<file path="config.mk">
export PLATFORM = sky130hd
export DESIGN_NAME = camera_capture_sequencer
export DESIGN_NICKNAME = d
export VERILOG_FILES = /design/src/rtl/camera_capture_sequencer.sv
export SDC_FILE = /design/constraint.sdc
export NUM_CORES = 1
export LEC_CHECK = 0
export BUFFER_PORTS_ARGS = -buffer_cell sky130_fd_sc_hd__buf_2
export CORE_ASPECT_RATIO = 1.1
export CORE_MARGIN = 2
export CORE_UTILIZATION = 52
export DETAILED_ROUTE_END_ITERATION = 8
export PLACE_DENSITY = 0.88
export SYNTH_ARGS = -nofsm -noshare
export SYNTH_HDL_FRONTEND = slang
export SYNTH_SLANG_ARGS = --single-unit
</file>
<file path="constraint.sdc">
create_clock -name clock_in -period 4.1 [get_ports clock_in]
set_input_delay 1.23 -clock clock_in [delete_from_list [all_inputs] [get_ports clock_in]]
set_output_delay 1.23 -clock clock_in [all_outputs]
set_load 0.005 [all_outputs]
</file>
<file path="src/rtl/camera_capture_sequencer.sv">
// camera_capture_sequencer
//
// This block sequences a single-frame capture between the SPI register block
// and the image datapath. A one-cycle capture request is aligned to sensor
// frame boundaries so that exactly one whole frame is captured. While that
// frame is live, the block gates the compressed-byte stream into the frame
// buffer. When the frame ends, it reports the byte count and status back to
// the register block.
//
// Optional feature: define CAPTURE_TIMEOUT_EN to give up waiting for frame
// start after TIMEOUT_CYCLES clocks. Without it the block waits indefinitely
// and timeout_out is tied low.
//
// Parameters:
//   BUFFER_BYTES        frame buffer capacity in bytes (1..65535)
//   TIMEOUT_CYCLES      clocks allowed from arming until frame start
//
// Ports:
//   clock_in            single clock
//   reset_in            synchronous, active-high reset
//   start_capture_in    one-cycle capture request
//   frame_valid_in      sensor frame-active level (already synchronous)
//   byte_valid_in       compressed pipeline has a byte this cycle
//   capture_enable_out  high for exactly the captured frame
//   write_enable_out    frame-buffer write strobe
//   write_address_out   frame-buffer byte address
//   bytes_available_out bytes written in the current/last capture
//   busy_out            high while arming, waiting or capturing
//   done_out            one-cycle pulse when a capture completes
//   metering_latch_out  one-cycle pulse alongside a normal completion
//   overflow_out        sticky: frame exceeded the buffer
//   timeout_out         sticky: frame start did not arrive in time
module camera_capture_sequencer #(
    parameter int unsigned BUFFER_BYTES   = 16384,
    parameter logic [23:0] TIMEOUT_CYCLES = 24'd12_000_000
) (
    input  logic        clock_in,
    input  logic        reset_in,
    input  logic        start_capture_in,
    input  logic        frame_valid_in,
    input  logic        byte_valid_in,
    output logic        capture_enable_out,
    output logic        write_enable_out,
    output logic [15:0] write_address_out,
    output logic [15:0] bytes_available_out,
    output logic        busy_out,
    output logic        done_out,
    output logic        metering_latch_out,
    output logic        overflow_out,
    output logic        timeout_out
);

    typedef enum logic [2:0] {
        IDLE,
        ARM,
        WAIT_START,
        CAPTURING,
        DONE
    } state_t;

    localparam logic [15:0] BUF_LIMIT = 16'(BUFFER_BYTES);

    state_t      state;
    state_t      state_next;
    logic        fv_q;
    logic        rise;
    logic        fall;
    logic [15:0] count;
    logic        overflow_q;
    logic        timeout_q;
    logic        done_q;
    logic        meter_q;
    logic        start_ok;
    logic        accept;
    logic        overrun;
    logic        capture_end;
    logic        timeout_hit;

    assign rise = frame_valid_in & ~fv_q;
    assign fall = ~frame_valid_in & fv_q;

    // A start that coincides with the completion pulse is dropped, so the
    // register block cannot re-arm in the same cycle it observes completion.
    assign start_ok    = start_capture_in &&
                         ((state == IDLE) || ((state == DONE) && !done_q));
    assign accept      = (state == CAPTURING) && byte_valid_in && (count < BUF_LIMIT);
    assign overrun     = (state == CAPTURING) && byte_valid_in && (count == BUF_LIMIT);
    assign capture_end = (state == CAPTURING) && fall;

`ifdef CAPTURE_TIMEOUT_EN
    logic [23:0] wait_count;

    // A rising edge on the very last allowed cycle still wins over the timeout.
    assign timeout_hit = (wait_count == (TIMEOUT_CYCLES - 24'd1)) &&
                         ((state == ARM) || ((state == WAIT_START) && !rise));

    // The wait counter measures the whole arm/wait phase from the accepted
    // start, so it is cleared only when a new capture is armed.
    always_ff @(posedge clock_in) begin
        if (reset_in) begin
            wait_count <= 24'd0;
        end else if (start_ok) begin
            wait_count <= 24'd0;
        end else if ((state == ARM) || (state == WAIT_START)) begin
            wait_count <= wait_count + 24'd1;
        end
    end
`else
    logic unused_timeout_cycles;

    assign timeout_hit           = 1'b0;
    assign unused_timeout_cycles = ^TIMEOUT_CYCLES;
`endif

    // State register.
    always_ff @(posedge clock_in) begin
        if (reset_in) begin
            state <= IDLE;
        end else begin
            state <= state_next;
        end
    end

    // Next-state logic.
    always_comb begin
        state_next = state;
        case (state)
            IDLE, DONE: begin
                if (start_ok) begin
                    // Starting mid-frame arms first so a partial frame is skipped.
                    state_next = frame_valid_in ? ARM : WAIT_START;
                end
            end
            ARM: begin
                if (timeout_hit) begin
                    state_next = DONE;
                end else if (fall) begin
                    state_next = WAIT_START;
                end
            end
            WAIT_START: begin
                if (timeout_hit) begin
                    state_next = DONE;
                end else if (rise) begin
                    state_next = CAPTURING;
                end
            end
            CAPTURING: begin
                if (fall) begin
                    state_next = DONE;
                end
            end
            default: state_next = IDLE;
        endcase
    end

    // Datapath registers. These hold the frame-valid history, the byte count,
    // the sticky status flags and the one-cycle completion pulses.
    always_ff @(posedge clock_in) begin
        if (reset_in) begin
            fv_q       <= 1'b0;
            count      <= 16'd0;
            overflow_q <= 1'b0;
            timeout_q  <= 1'b0;
            done_q     <= 1'b0;
            meter_q    <= 1'b0;
        end else begin
            fv_q    <= frame_valid_in;
            done_q  <= capture_end || timeout_hit;
            meter_q <= capture_end;
            if (start_ok) begin
                count      <= 16'd0;
                overflow_q <= 1'b0;
                timeout_q  <= 1'b0;
            end else begin
                if (accept) begin
                    count <= count + 16'd1;
                end
                if (overrun) begin
                    overflow_q <= 1'b1;
                end
                if (timeout_hit) begin
                    timeout_q <= 1'b1;
                end
            end
        end
    end

    // Output logic. The write strobe and address have zero latency from
    // byte_valid_in, so the buffer sees each byte in the cycle it arrives.
    always_comb begin
        capture_enable_out  = (state == CAPTURING);
        busy_out            = (state == ARM) || (state == WAIT_START) || (state == CAPTURING);
        write_enable_out    = accept;
        write_address_out   = count;
        bytes_available_out = count;
        done_out            = done_q;
        metering_latch_out  = meter_q;
        overflow_out        = overflow_q;
        timeout_out         = timeout_q;
    end

endmodule

</file>
======== Word level (Yosys, flattened, before mapping) ========
Index checks and enable logic that the tools add are counted.
storage, ports and cells
  register bits after elaboration ......... 22
  output and inout bits ................... 39
cells by class
  $add $sub $neg .......................... 1
  muxes and demuxes ....................... 6
  reduce and logical (&&, ||, !) cells .... 14
  equality and inequality tests ........... 9
  bitwise operators ....................... 4
  $lt $le $gt $ge ......................... 1
operators by type and width
  cell                   count
  $add 16x1->16 const B  1
  $eq 16x15->1 const B   1
  $lt 16x15->1 const B   1
  $mux 3                 4
  $pmux 3 s4             1
  $eq 3x2->1 const B     2
  $logic_and 1x1->1      6
  $ne 2x2->1 const B     3
  $reduce_and 4->1       1
  $reduce_or 2->1        2
  $eq 3x1->1 const B     1
  $eq 3x3->1 const B     1
  $logic_not 3->1        1
  $logic_or 1x1->1       3
  $and 1x1->1            2
  $mux 2                 1
  $ne 2x1->1 const B     1
  $not 1->1              2
  $logic_not 1->1        1

======== Depth between registers and ports, before layout ========
  depth in word-level cells ............... 6
  gate-level depth with buffers ........... 6
  gate-level depth less buffers ........... 5

======== Worst setup path before layout ========
OpenSTA, ideal clock, no wires.
  kind .................................... input-to-output
  from .................................... in byte_valid_in
  to ...................................... out write_enable_out
  required time ........................... 2.870 ns
  arrival ................................. 1.652 ns
  path slack .............................. 1.218 ns
  cell stages on the path ................. 2
  buffers on the path ..................... 0
  cells stage by stage .................... nand2b_1 nor3_1
on the way
  longest elaborated chain between the ends .. 2
RTL lines
  element                         RTL line  source
  start, declared                 41        input logic byte_valid_in,
  $logic_and 1x1->1 (2 in a row)  86        assign accept = (state == CAPTURING) && byte_valid_in && (count < BUF_LIMIT);
  end, declared                   43        output logic write_enable_out,
Every way passes these cells.

======== Worst setup path in the final report ========
Ends and elaborated chain as after synthesis.

==> flow_metrics.tcl <==
set metrics [dict create \
    status "completed" \
    clockBufferDepth 2 \
    antenna_found_initial 0 \
    setup_viol 0 \
    drive_gt1_share_pct 30.91 \
    post-cts-setup-buffers 0 \
    portBuffers 42 \
    layout_setup_ws_ns 0.8144 \
    ir_drop_v 0.0002709 \
    wl_microns 2552 \
    clockRootBuffer "clkbuf_4" \
    grt_usage_pct 19.24 \
    final_cell_mix "buf_2 (42), dfxtp_1 (22), nor2_1 (18)" \
    cp_data_required_time_ns 2.87 \
    die-area_sq_um 2708 \
    die_w_microns 49.80 \
    p_total_uw 428.5 \
    critPathKind "input pin to output pin" \
    cp_cell_sequence "buf_2 > nand2b_1 > nor3_1 > buf_2" \
    initial_core_util_pct 54.37 \
    grt_pass1_vias 909 \
    static-leakage-power_nw 0.6129 \
    crit_fanout 3 \
    dp_slack_ns 0.8594 \
    fin_worst_skew_ns 0.003994 \
    ys_ff_latch 22 \
    clockPowerShare_pct 38.7 \
    hold_ws_ns 0.5087 \
    htreeDepth 1 \
    cap_viol_max_count 0 \
    clkLatencyLatePin_ns 0.32 \
    cts_made_buffers 3 \
    grt-ovfl-total 0 \
    synth.avg_cell_area_sq_um 8.571 \
    via_per_inst 5.523 \
    min_path_type "flop to flop" \
    drc 0 \
    synthDistinctLibCells 38 \
    slowest_delay_ns 0.40 \
    cts.sinks 22 \
    rsz0062_at_grt "no" \
    synthArstFlopShare_pct 0 \
    pwr-share-comb_pct 8.8 \
    synth_area_sq_um 1200 \
    path_clk_slew_ns 0.12 \
    p_int_uw 333.0 \
    grt_max_degree 18 \
    cts_resized 0 \
    io_pins 44 \
    first_iter_violations 27 \
    switching_share_pct 22.30 \
    area_growth_pct 12.72 \
    period_minus_slack_ns 3.286 \
    vias 1077 \
    wl_per_cell_microns 13.09 \
    gp_congestion 0.8123 \
    synth_flop_cell "dfxtp_1" \
    drt_first_pass_iters 4 \
    antenna-diode-count 0 \
    cp_slowest_cell "nor3_1" \
    rows 18 \
    timing.fmax_mhz 304.4 \
    die_h_microns 54.38 \
    antenna_left 0 \
    dpl.hpwl_microns 1912 \
    final_nets 173 \
    grt_pass1_wl_microns 3939 \
    core-area_sq_um 2207 \
    endpoint_kind "output pin" \
    ys.warnings.count 0 \
    finalSetupTns_ns 0 \
    startpoint_type "input pin" \
    p_sw_uw 95.58 \
    syn_inst 140 \
    period_share_pct 80.14 \
    cpMostUsedCell "buf_2" \
    seqPwrFrac_pct 52.6 \
    layout_commonest_cell "buf_2" \
    ys_seq_area_share_pct 36.70 \
    slew_violations 0 \
    holdBufCountCts 0 \
    p_per_area_nw_per_um2 316.8 \
    hold_viol 0 \
    cp.arrival_ns 2.06 \
    synth-edff-count 0 \
    cts_tree "done" \
    syn-num-nets 147 \
]
## metrics by stage
step / area, sq um / util (%) / instances
floorplan: 1200 / - / 140
global placement: 1300 / 58.90 / 191
detailed placement: 1300 / 58.90 / 191
CTS: 1353 / 61.28 / 195
global route: 1353 / 61.28 / 195
finish: 1353 / 61.28 / 195
## final timing paths
kind                           start                       to  slack (ns)  cells after the start
max                    byte_valid_in         write_enable_out        0.81                      4
min          bytes_available_out[15]  bytes_available_out[15]        0.51                      2
max reg2reg                 state[1]  bytes_available_out[13]        2.22                      4
min reg2reg  bytes_available_out[15]  bytes_available_out[15]        0.51                      2
## layout make-up
type,count,area (sq um)
Clock buffer,3,22.52
Tap cell,30,37.54
Fill cell,210,854.6
Multi-Input combinational cell,91,589.3
Clock inverter,1,30.03
Sequential cell,22,440.4
Inverter,6,22.52
Timing Repair Buffer,42,210.2
## synthesized netlist by cell type (2+ instances only)
cell type | number | area share (%)
buf_4 | 18 | 11
a21oi_1 | 6 | 2.5
or3_1 | 4 | 2.1
xor2_1 | 3 | 2.2
nand2_1 | 5 | 1.6
nand3_1 | 4 | 1.7
o21ai_0 | 3 | 1.3
dfxtp_1 | 22 | 37
nor4_1 | 6 | 3.1
nor3_1 | 4 | 1.7
or4_1 | 2 | 1.3
nand2b_1 | 3 | 1.6
nor2_1 | 18 | 5.6
nand4_1 | 5 | 2.6
xnor2_1 | 6 | 4.4
ha_1 | 2 | 2.1
inv_1 | 6 | 1.9
clkbuf_1 | 2 | 0.63
a2bb2oi_1 | 2 | 1.5
## flip-flops by register name, summed over array words and instances (netlist names)
signal / count
bytes_available_out: 16
state: 3
metering_latch_out: 1
fv_q: 1
overflow_out: 1
## critical path, delay by kind of cell
family | cells | cell delay [ns]
and+or+nand+nor | 2 | 0.51
buffers and inverters | 2 | 0.31
## power by group through the flow
stage,clock (mW),sequential (mW),combinational [mW]
after CTS,0.167,0.225,0.0375
after global routing,0.175,0.226,0.0413
final,0.166,0.225,0.0375
after floorplan,0,0.225,0.0314
after detailed placement,0,0.230,0.0372
after global placement,0,0.229,0.0349
## cell families after synthesis
kind of cell / share of synthesized area (%)
buf+inv: 14.18
other cells: 0.3125
xor+xnor: 6.570
fa+ha+maj: 2.085
compound gates: 9.386
simple gates: 29.93
flops: 36.70
mux: 0.8342
## routing by layer
layer  track usage [%]  part of all wire (%)  vias to the layer above
met5                 0                     0                        -
met4             12.96                   2.3                        0
met3             2.732                   5.8                        7
met2             34.22                    51                       47
met1             21.87                    41                      499
li1                  -                     -                      524
Power figures use the tool's default switching activity.
